File: src/rtl/fetch_unit_if.sv
// Instruction-memory request/response bus for fetch_unit.
// IREQ/IADDR: one-cycle request; IRDATA/IVALID: returned word, later cycle.
interface fetch_unit_if;
   logic        IREQ;
   logic [31:0] IADDR;
   logic [31:0] IRDATA;
   logic        IVALID;

   modport master (
      output IREQ, IADDR,
      input  IRDATA, IVALID
   );

   modport slave (
      input  IREQ, IADDR,
      output IRDATA, IVALID
   );
endinterface

File: src/rtl/fetch_unit.sv
// Instruction fetch stage: single outstanding request, IF/ID register.
// Ports: CLK/RST_N, ID controls (WPCIR, BRANCH, JUMP, JR, JRADDR),
// store-hazard kills (SMC, SMC2), imem bus, IFPC/IDPC/IDIR/IDVALID.
module fetch_unit #(
   parameter logic [31:0] RESET_PC = 32'h0000_0000
) (
   input  logic         CLK,
   input  logic         RST_N,
   input  logic         WPCIR,
   input  logic         BRANCH,
   input  logic         JUMP,
   input  logic         JR,
   input  logic [31:0]  JRADDR,
   input  logic         SMC,
   input  logic         SMC2,
   fetch_unit_if.master imem,
   output logic [31:0]  IFPC,
   output logic [31:0]  IDPC,
   output logic [31:0]  IDIR,
   output logic         IDVALID
);

   typedef enum logic [1:0] {
      ST_REQ,
      ST_WAIT,
      ST_HOLD,
      ST_DROP
   } state_t;

   state_t      r_state, w_state;
   logic        r_live;
   logic [31:0] r_ifpc, w_ifpc;
   logic [31:0] r_idpc, w_idpc;
   logic [31:0] r_idir, w_idir;
   logic        r_idv, w_idv;
   logic [31:0] r_buf, w_buf;

   logic        w_busy;
   logic        w_redir;
   logic [31:0] w_word;
   logic [31:0] w_pc4;
   logic [31:0] w_off;
   logic [31:0] w_target;

   // A response is still owed if a request goes out this cycle
   // or one is pending and has not arrived yet.
   assign w_busy = (r_state == ST_REQ) ||
                   (((r_state == ST_WAIT) || (r_state == ST_DROP)) &&
                    !imem.IVALID);

   assign w_redir = BRANCH && !WPCIR;
   assign w_word  = (r_state == ST_HOLD) ? r_buf : imem.IRDATA;
   assign w_pc4   = r_idpc + 32'd4;
   assign w_off   = {{14{r_idir[15]}}, r_idir[15:0], 2'b00};

   always_comb begin
      w_target = w_pc4 + w_off;
      if (JR)
         w_target = JRADDR;
      else if (JUMP)
         w_target = {w_pc4[31:28], r_idir[25:0], 2'b00};
   end

   always_comb begin
      w_state = r_state;
      w_ifpc  = r_ifpc;
      w_idpc  = r_idpc;
      w_idir  = r_idir;
      w_idv   = r_idv;
      w_buf   = r_buf;
      // The cycle after reset release only raises r_live.
      if (!r_live) begin
         w_state = ST_REQ;
      end else if (SMC) begin
         w_ifpc  = r_idpc;
         w_idir  = '0;
         w_idv   = 1'b0;
         w_buf   = '0;
         w_state = w_busy ? ST_DROP : ST_REQ;
      end else if (w_redir) begin
         w_ifpc  = w_target;
         w_idir  = '0;
         w_idv   = 1'b0;
         w_buf   = '0;
         w_state = w_busy ? ST_DROP : ST_REQ;
      end else if (SMC2) begin
         if (!WPCIR) begin
            w_idir = '0;
            w_idv  = 1'b0;
         end
         w_buf   = '0;
         w_state = w_busy ? ST_DROP : ST_REQ;
      end else begin
         if (!WPCIR) begin
            w_idir = '0;
            w_idv  = 1'b0;
         end
         unique case (r_state)
            ST_REQ: w_state = ST_WAIT;
            ST_WAIT: begin
               if (imem.IVALID) begin
                  if (WPCIR) begin
                     w_buf   = imem.IRDATA;
                     w_state = ST_HOLD;
                  end else begin
                     w_idir  = w_word;
                     w_idpc  = r_ifpc;
                     w_idv   = 1'b1;
                     w_ifpc  = r_ifpc + 32'd4;
                     w_state = ST_REQ;
                  end
               end
            end
            ST_HOLD: begin
               if (!WPCIR) begin
                  w_idir  = w_word;
                  w_idpc  = r_ifpc;
                  w_idv   = 1'b1;
                  w_ifpc  = r_ifpc + 32'd4;
                  w_buf   = '0;
                  w_state = ST_REQ;
               end
            end
            ST_DROP: begin
               if (imem.IVALID)
                  w_state = ST_REQ;
            end
         endcase
      end
   end

   always_ff @(posedge CLK or negedge RST_N) begin
      if (!RST_N) begin
         r_state <= ST_REQ;
         r_live  <= 1'b0;
         r_ifpc  <= RESET_PC;
         r_idpc  <= '0;
         r_idir  <= '0;
         r_idv   <= 1'b0;
         r_buf   <= '0;
      end else begin
         r_state <= w_state;
         r_live  <= 1'b1;
         r_ifpc  <= w_ifpc;
         r_idpc  <= w_idpc;
         r_idir  <= w_idir;
         r_idv   <= w_idv;
         r_buf   <= w_buf;
      end
   end

   assign imem.IREQ  = r_live && (r_state == ST_REQ);
   assign imem.IADDR = r_ifpc;
   assign IFPC       = r_ifpc;
   assign IDPC       = r_idpc;
   assign IDIR       = r_idir;
   assign IDVALID    = r_idv;

endmodule

File: src/flat_wrapper.sv
// flat-port wrapper written by rule: the top's interface ports become plain ports
module fetch_unit_flat 
#(
   parameter logic [31:0] RESET_PC = 32'h0000_0000
)
  (CLK, RST_N, WPCIR, BRANCH, JUMP, JR, JRADDR, SMC, SMC2, IFPC, IDPC, IDIR, IDVALID, imem_IREQ, imem_IADDR, imem_IRDATA, imem_IVALID);
  fetch_unit_if imem_i ();
  input  logic CLK;
  input  logic RST_N;
  input  logic WPCIR;
  input  logic BRANCH;
  input  logic JUMP;
  input  logic JR;
  input  logic [31:0] JRADDR;
  input  logic SMC;
  input  logic SMC2;
  output logic [31:0] IFPC;
  output logic [31:0] IDPC;
  output logic [31:0] IDIR;
  output logic IDVALID;
  output wire logic [$bits(imem_i.IREQ)-1:0] imem_IREQ;
  output wire logic [$bits(imem_i.IADDR)-1:0] imem_IADDR;
  input wire logic [$bits(imem_i.IRDATA)-1:0] imem_IRDATA;
  input wire logic [$bits(imem_i.IVALID)-1:0] imem_IVALID;
  assign imem_IREQ = imem_i.IREQ;
  assign imem_IADDR = imem_i.IADDR;
  assign imem_i.IRDATA = imem_IRDATA;
  assign imem_i.IVALID = imem_IVALID;
  fetch_unit #(.RESET_PC(RESET_PC)) u_core (.CLK(CLK), .RST_N(RST_N), .WPCIR(WPCIR), .BRANCH(BRANCH), .JUMP(JUMP), .JR(JR), .JRADDR(JRADDR), .SMC(SMC), .SMC2(SMC2), .imem(imem_i), .IFPC(IFPC), .IDPC(IDPC), .IDIR(IDIR), .IDVALID(IDVALID));
endmodule
File: config.mk
export PLATFORM = sky130hd
export DESIGN_NAME = fetch_unit_flat
export DESIGN_NICKNAME = d
export VERILOG_FILES = /design/src/rtl/fetch_unit_if.sv /design/src/rtl/fetch_unit.sv /design/src/flat_wrapper.sv
export SDC_FILE = /design/constraint.sdc
export NUM_CORES = 1
export LEC_CHECK = 0
export CELL_PAD_IN_SITES_DETAIL_PLACEMENT = 1
export CELL_PAD_IN_SITES_GLOBAL_PLACEMENT = 1
export CORE_MARGIN = 8
export CORE_UTILIZATION = 42
export CTS_CLUSTER_DIAMETER = 100
export CTS_CLUSTER_SIZE = 12
export DETAILED_ROUTE_END_ITERATION = 8
export HOLD_SLACK_MARGIN = 0.12
export PLACE_DENSITY_LB_ADDON = 0.1
export REMOVE_ABC_BUFFERS = 1
export SYNTH_ARGS = -nofsm -noshare
export SYNTH_HDL_FRONTEND = slang
export SYNTH_SLANG_ARGS = --single-unit
export TNS_END_PERCENT = 10
File: constraint.sdc
create_clock -name CLK -period 5.1 [get_ports CLK]
set_input_delay 1.02 -clock CLK [delete_from_list [all_inputs] [get_ports CLK]]
set_output_delay 1.02 -clock CLK [all_outputs]
set_load 0.01 [all_outputs]
* Word-level counts from Yosys, hierarchy flattened
Index checks and enable logic that the tools add are counted.
Word-level totals: flip-flop bits (word level) 132, bits of input ports 73, output and inout port bits 130, word-level logic and storage cells 83
Operators by class: add/sub/neg operators 3, eq/ne operators 12, muxes and demuxes 43, bitwise logic cells 3, reduce and logical (&&, ||, !) cells 15
Operators with widths (count):
- 32-bit two-way mux | 22
- 32-bit one-hot mux with 2 select lines | 4
- 32-bit by 3-bit adder with 32-bit output (second input constant) | 2
- 32-bit adder | 1
- 2-bit two-way mux | 9
- 6-bit != test (second input constant) | 3
- 5-bit by 4-bit != test with 1-bit output (second input constant) | 3
- 2-bit one-hot mux with 4 select lines | 1
- 1-bit two-way mux | 6
- 6-bit AND reduction | 1
- 5-bit AND reduction | 1
- 5-bit nonzero test | 1
- 2-bit == test (second input constant) | 2
- 4-bit by 3-bit != test with 1-bit output (second input constant) | 1
- 4-bit AND reduction | 1
- 4-bit nonzero test | 1
- 1-bit logical AND | 3
- 3-bit by 2-bit != test with 1-bit output (second input constant) | 1
- 1-bit inverter | 3
- 3-bit AND reduction | 1
- 2-bit by 1-bit == test with 1-bit output (second input constant) | 1
- 1-bit logical NOT | 2
- 2-bit logical NOT | 1
- 1-bit logical OR | 2
- other kinds (3) | 3

* Longest topological paths before layout
Gate-level depths: netlist (run 1).
depth after elaboration 9, depth in mapped cells 16, depth with buffers taken out 15

* Worst setup path before layout (run 1)
No wires, ideal clock.
kind register to register, from register u_core.r_idpc[9] (netlist: u_core.IDPC[9]), to register u_core.r_ifpc[31] (netlist: u_core.IFPC[31]), library setup time 0.082 ns, data arrival time 3.506 ns, data required time 5.018 ns, slack 1.512 ns, stages on the path, launching flop included 16, path buffers 2, clock period less this slack 3.588 ns, cells stage by stage dfrtp_1 -> buf_2 -> nand4_1 -> nor4_2 -> and2_4 -> nand2_1 -> xnor2_1 -> ha_1 -> buf_4 -> nand4_1 -> or3_1 -> o2111ai_2 -> a21o_1 -> nand3_1 -> or4_1 -> a31oi_1
On the way: word-level cells in the longest chain between the ends 6
RTL lines:
- start, declared | RTL line fetch_unit.sv:33 | logic [31:0] r_idpc, w_idpc;
- start signal, assigned | RTL line fetch_unit.sv:145 | r_idpc <= w_idpc;
- 32-bit by 3-bit adder with 32-bit output (*) | RTL line fetch_unit.sv:53 | assign w_pc4 = r_idpc + 32'd4;
- 32-bit adder | RTL line fetch_unit.sv:57 | w_target = w_pc4 + w_off;
- 32-bit two-way mux (*) | RTL line fetch_unit.sv:60 | else if (JUMP)
- 32-bit two-way mux (*) | RTL line fetch_unit.sv:58 | if (JR)
- 32-bit two-way mux (*) | RTL line fetch_unit.sv:80 | end else if (w_redir) begin
- 32-bit two-way mux (*) | RTL line fetch_unit.sv:74 | end else if (SMC) begin
- end signal, assigned | RTL line fetch_unit.sv:144 | r_ifpc <= w_ifpc;
- end, declared | RTL line fetch_unit.sv:32 | logic [31:0] r_ifpc, w_ifpc;
Every way passes the cells marked *; elsewhere a longest branch is shown, timed or not. A chain may end at the register's enable or synchronous reset.

* Final worst setup path (run 1)
from register u_core.r_idpc[9] (netlist: u_core.IDPC[9]), to register u_core.r_ifpc[29] (netlist: u_core.IFPC[29])
Same word-level chain as after synthesis.

==> flow_summary.ini, run 1 <==
[power_and_ir_drop]
power_mw = 3.89
peakVddDrop_v = 0.000214
p_leak_nw = 4.94
power_density_nw_per_um2 = 318

[logic_synthesis]
synth_edf_count = 0
synth_seq_area_share = 0.346
syn_inst = 1153
synth_flop_cell = dfrtp_1
ys_ff_latch = 132
ys_types = 88
syn-cell-area_um2 = 9540
synth_warnings = 0
async_flop_share = 1.00
syn_area_per_cell_um2 = 8.28

[worst_setup_path]
cp-start-kind = flop
reg2reg_depth = 14
cp_max_fo = 9
critical_path.top_delay_family = simple AND/OR/NAND/NOR gates
path_buf_inv = 0
crit_top_cell = nand4_1
crit_slowest_cell = nor4_2
required_ps = 5370
crit_chain = nand4_1 -> nor4_2 -> and2_4 -> nand2_1 -> xnor2_1 -> ha_1 -> nand4_1 -> nor4_1 -> o211ai_1 -> o21ai_0 -> nor2_1 -> o21a_1 -> o221ai_1 -> a31oi_1
path_depth = 14
slowest_delay_ps = 540
crit_type = reg -> reg
worstPathArrival_ps = 4790
cp-end-kind = flop

[route]
drt_iter0_markers = 699
wl_met2_mm = 18.5
met1_length_mm = 16.7
routed.top_layer = met4
antenna_left = 0
wl_met3_mm = 2.40
remaining_drc_errors = 0
wl_per_cell_um = 24.5
viasPerCell = 6.11
vias = 9761
drt_pre_antenna_iters = 5
wirelength_mm = 39.1

[clocking]
postCtsSetupBuffers = 0
cts_root_buffer = clkbuf_16
cts_buffers = 17
clock_sinks = 132
cts_tree = built
ctsHoldBuffers = 0
cts-resized-gates = 0
clk_pin_slew_ps = 70
htree_levels = 4
worstSkewPairLatency_ps = 430
clockBufferDepth = 2

[place]
preCtsSetupSlack_ps = 767
portBuffers = 202
place_hpwl_mm = 28.9
globalplace.congestion = 0.942

[timing]
fmax_ghz = 0.221
whs_ps = 484
setup_viol = 0
timing.final.ws_setup_ps = 579
rsz0062_at_grt = false
max_slew_margin = 0.366
period_share = 0.886
fin_setup_tns_ps = 0
finalClockSkew_ps = 13.6
drv_slew = 0
worst_slew_pin_slew_ps = 951
hold_viol = 0
post-route-min-period_ps = 4520

[floorplan]
initial_core_util = 0.424
rows = 55
die_w_um = 167
die_h_um = 167
die-area_um2 = 27800
core_area_um2 = 22500
pin_count = 203

[global_route]
grt_pass1_vias = 10343
antenna_found_initial = 0
grt_max_degree = 79
grt.total_usage = 0.280
gr-total-overflow = 0
grt_pass1_wl_mm = 61.3

[layout]
diodes = 0
regArea_um2 = 3300
synthToLayoutAreaGrowth_pct = 28.3
drive_above_1_share = 0.0960
fill_cells = 2665
multiInputGateArea_um2 = 5620
nets = 1413

[hold_path]
worst_hold_path.num_cells = 2
hold_path_class = reg -> reg

[run_status]
status = completed

[flow_run]
cap_viol_max_count = 0
[metrics by stage]
step | std cells | area [um^2] | util
final | 1597 | 12200 | 0.544
after global routing | 1597 | 12200 | 0.544
after CTS | 1597 | 12200 | 0.544
after detailed placement | 1565 | 11600 | 0.515
after global placement | 1565 | 11600 | 0.515
after floorplan | 1052 | 8980 | -
[synthesized netlist by cell type (21+ instances only)]
cell	n	area (um^2)
a21oi_1	76	380
a22oi_1	35	263
buf_4	35	263
clkbuf_1	50	188
dfrtp_1	132	3300
ha_1	40	500
inv_1	23	86.3
mux2_2	30	338
nand2_1	201	754
nand3_1	37	185
nor2_1	48	180
nor3_1	21	105
o21ai_0	126	631
xnor2_1	37	324
[power by group]
part / internal (mW) / switching, mW / total (mW)
Combinational: 0.523 / 0.563 / 1.09
Clock: 0.877 / 0.542 / 1.42
Sequential: 1.16 / 0.232 / 1.39
[sequential cells by signal, indices dropped and copies added, names as in the netlist]
register	count
u_core.IDIR	32
u_core.IDPC	32
u_core.IFPC	32
u_core.r_buf	32
u_core.r_state	2
u_core.IDVALID	1
u_core.r_live	1
[logic make-up (layout without fill, tap and decap cells)]
kind of cell / count (synthesis) / after routing / share of synthesized area
compound gates: 368 / 368 / 0.243
fa+ha+maj: 41 / 41 / 0.0545
xor+xnor: 54 / 54 / 0.0496
mux: 37 / 37 / 0.0427
buf+inv: 125 / 284 / 0.0682
flops: 132 / 132 / 0.346
other cells: 1 / 1 / 0.000393
simple gates: 395 / 395 / 0.196
[cell type report]
cell class                      count  area share
Clock buffer                       18      0.0351
Clock inverter                     14      0.0182
Inverter                           24     0.00736
Multi-Input combinational cell    896       0.459
Sequential cell                   132       0.270
Tap cell                          285      0.0291
Timing Repair Buffer              228       0.181
[tightest hold or removal path, cell delays in order, from the launching register on]
cell     delay, ps
dfrtp_1        340
nand2_1         50
o21ai_0         60
[placed cells by master (no fill, tap or decap), types with 30 or more instances in the layout]
cell type and n:
a22oi_1 35, a21oi_1 76, nor2_1 48, o21ai_0 125, dfrtp_1 132, nand2_1 201, xnor2_1 37, ha_1 40
clkdlybuf4s50_1 201, nand3_1 36, mux2_2 30
[final timing paths]
kind | start | to | slack [ps]
setup / recovery | u_core.IDPC[9] | u_core.IFPC[29] | 580
hold / removal | u_core.r_buf[24] | u_core.r_buf[24] | 480
setup reg to reg | u_core.IDPC[9] | u_core.IFPC[29] | 580
hold reg to reg | u_core.r_buf[24] | u_core.r_buf[24] | 480
max in group asynchronous | RST_N | u_core.IDPC[11] | 3550
min in group asynchronous | RST_N | u_core.IDPC[25] | 580
[per-layer routing]
layer	global-route usage	up-vias
met5	0	-
met4	0.119	0
met3	0.0591	91
met2	0.461	372
met1	0.350	4846
li1	-	4452
Note: power is estimated with default switching activity, not from simulation.
==> run 2: changes to the inputs <==
--- a/config.mk
+++ b/config.mk
@@ -10,7 +10,7 @@
 export CORE_MARGIN = 8
 export CORE_UTILIZATION = 42
 export CTS_CLUSTER_DIAMETER = 100
-export CTS_CLUSTER_SIZE = 12
+export CTS_CLUSTER_SIZE = 25
 export DETAILED_ROUTE_END_ITERATION = 8
 export HOLD_SLACK_MARGIN = 0.12
 export PLACE_DENSITY_LB_ADDON = 0.1
==> results of run 2 <==
No change in the layout: final DEF, timing and power equal those of run 1.
==> run 3: changes to the inputs <==
--- a/config.mk
+++ b/config.mk
@@ -13,7 +13,7 @@
 export CTS_CLUSTER_SIZE = 25
 export DETAILED_ROUTE_END_ITERATION = 8
 export HOLD_SLACK_MARGIN = 0.12
-export PLACE_DENSITY_LB_ADDON = 0.1
+export PLACE_DENSITY = 0.9
 export REMOVE_ABC_BUFFERS = 1
 export SYNTH_ARGS = -nofsm -noshare
 export SYNTH_HDL_FRONTEND = slang
==> run 3 against run 2 <==
  * Die area did not move
  * Hold slack improved by 0.93 ps
  * Combinational power hardly changed
  * Cell count down 0.69%
  * Utilization decreased by 0.49 points
  * Global-route usage is 0.27 points higher
  * Clock skew shrank 4.6 ps
  * Worst setup slack improved by 69 ps
  * Fmax increased by 1.5%
  * Register-to-register slack better by 70 ps
  * Count of clock-buffer cells in the layout is 1 higher
  * Critical path type unchanged
  * Highest routed layer unchanged
==> flow_summary.ini, run 3 (synthesized netlist as in run 1, its figures left out) <==
[worst_setup_path]
crit_type = reg -> reg
cp-start-kind = flop
cp-end-kind = flop
required_ps = 5450
cp_max_fo = 9
worstPathArrival_ps = 4800
reg2reg_slack_ps = 650

[layout]
drive_above_1_share = 0.0899
fin_cells = 1586
fill_cells = 2663
nets = 1404
layout_common_cells = nand2_1, clkdlybuf4s50_1, dfrtp_1
synthToLayoutAreaGrowth_pct = 27.1
diodes = 0
final_area_um2 = 12100

[global_route]
grt_pass1_wl_mm = 62.3
grt.total_usage = 0.282
gr-total-overflow = 0
grt_pass1_vias = 10622
grt_max_degree = 103
antenna_found_initial = 0

[timing]
drv_slew = 0
period_share = 0.873
fmax_ghz = 0.225
max_slew_margin = 0.295
finalClockSkew_ps = 9.05
worst_slew_pin_slew_ps = 1060
rsz0062_at_grt = false
fin_setup_tns_ps = 0
setup_viol = 0
hold_viol = 0
post-route-min-period_ps = 4450

[place]
place_hpwl_mm = 28.4
postPlaceCellArea_um2 = 11500
portBuffers = 202
place_inst = 1556
globalplace.congestion = 0.904

[floorplan]
core_area_um2 = 22500
rows = 55
pin_count = 203
die_h_um = 167
initial_core_util = 0.424
die-area_um2 = 27800
die_w_um = 167

[route]
viasPerCell = 6.35
wirelength_mm = 40.0
vias = 10077
antenna_left = 0
wl_per_cell_um = 25.2
drt_pre_antenna_iters = 5
drt_iter0_markers = 912
remaining_drc_errors = 0

[clocking]
clk_pin_slew_ps = 60
cts-resized-gates = 0
clockBufferDepth = 2
cts_buffers = 17
worstSkewPairLatency_ps = 430
cts_tree = built
postCtsSetupBuffers = 0
htree_levels = 4
cts_root_buffer = clkbuf_16
clock_sinks = 132
ctsHoldBuffers = 0

[hold_path]
hold_path_class = reg -> reg

[power_and_ir_drop]
power_density_nw_per_um2 = 313
peakVddDrop_v = 0.000225
p_leak_nw = 4.87

[flow_run]
cap_viol_max_count = 0

[run_status]
status = completed
[run 3: changes by cell type in the layout (fill, tap and decap cells not counted), sizes merged]
cell,delta
buf,-9
bufinv,-2
clkbuf,+1
clkinv,+1
clkinvlp,+1
inv,-3
[run 3: metal layers]
metal	GRT usage	vias up	wire length [um]
li1	-	4424	-
met1	0.354	5050	16600
met2	0.457	481	18700
met3	0.0664	122	3170
met4	0.126	0	1580
met5	0	-	0
[run 3: area by class of cell]
cell class                      instances  area (um^2)  share of cell area
Clock buffer                           19          453              0.0373
Clock inverter                         11          153              0.0126
Inverter                               24         90.1             0.00743
Multi-Input combinational cell        896         5630               0.464
Sequential cell                       132         3300               0.272
Tap cell                              285          357              0.0294
Timing Repair Buffer                  219         2150               0.177
[run 3: final timing paths]
check / to / startpoint / cells after the start
setup reg to reg: u_core.IFPC[31] / u_core.IDPC[11] / 14
max in group asynchronous: u_core.IDPC[7] / RST_N / 2
min in group asynchronous: u_core.IDPC[1] / RST_N / 1
hold reg to reg: u_core.r_buf[3] / u_core.r_buf[3] / 2
hold / removal: u_core.r_buf[3] / u_core.r_buf[3] / 2
setup / recovery: u_core.IFPC[31] / u_core.IDPC[11] / 14
[run 3: through the flow]
| step | util | setup slack, ps | power (mW) | hold slack, ps |
|---|---|---|---|---|
| 6_report | 0.539 | 648 | 3.80 | 485 |
| 5_1_grt | 0.539 | 414 | 3.95 | 505 |
| 2_1_floorplan | - | 1120 | 1.82 | 451 |
| 4_1_cts | 0.539 | 795 | 3.79 | 489 |
| 3_3_place_gp | 0.512 | 962 | 2.42 | 462 |
| 3_5_place_dp | 0.512 | 806 | 2.48 | 475 |
[run 3: worst max-delay path: stages (launching register included)]
cell       delay, ps
dfrtp_1          500
nand4_1          250
nor4_2           530
and2_4           260
nand2_1           70
xnor2_1          130
ha_1             480
nand4_1          230
nor4_1           460
o211ai_1         290
o2111ai_2        180
a21o_1           150
nand3_1          150
or4_1            520
a31oi_1          180
[run 3: where the power goes]
group	internal [mW]	total [mW]	leakage, nW	switching (mW)
Combinational	0.519	1.09	2.82	0.575
Sequential	1.16	1.39	1.76	0.238
Clock	0.793	1.31	0.288	0.517
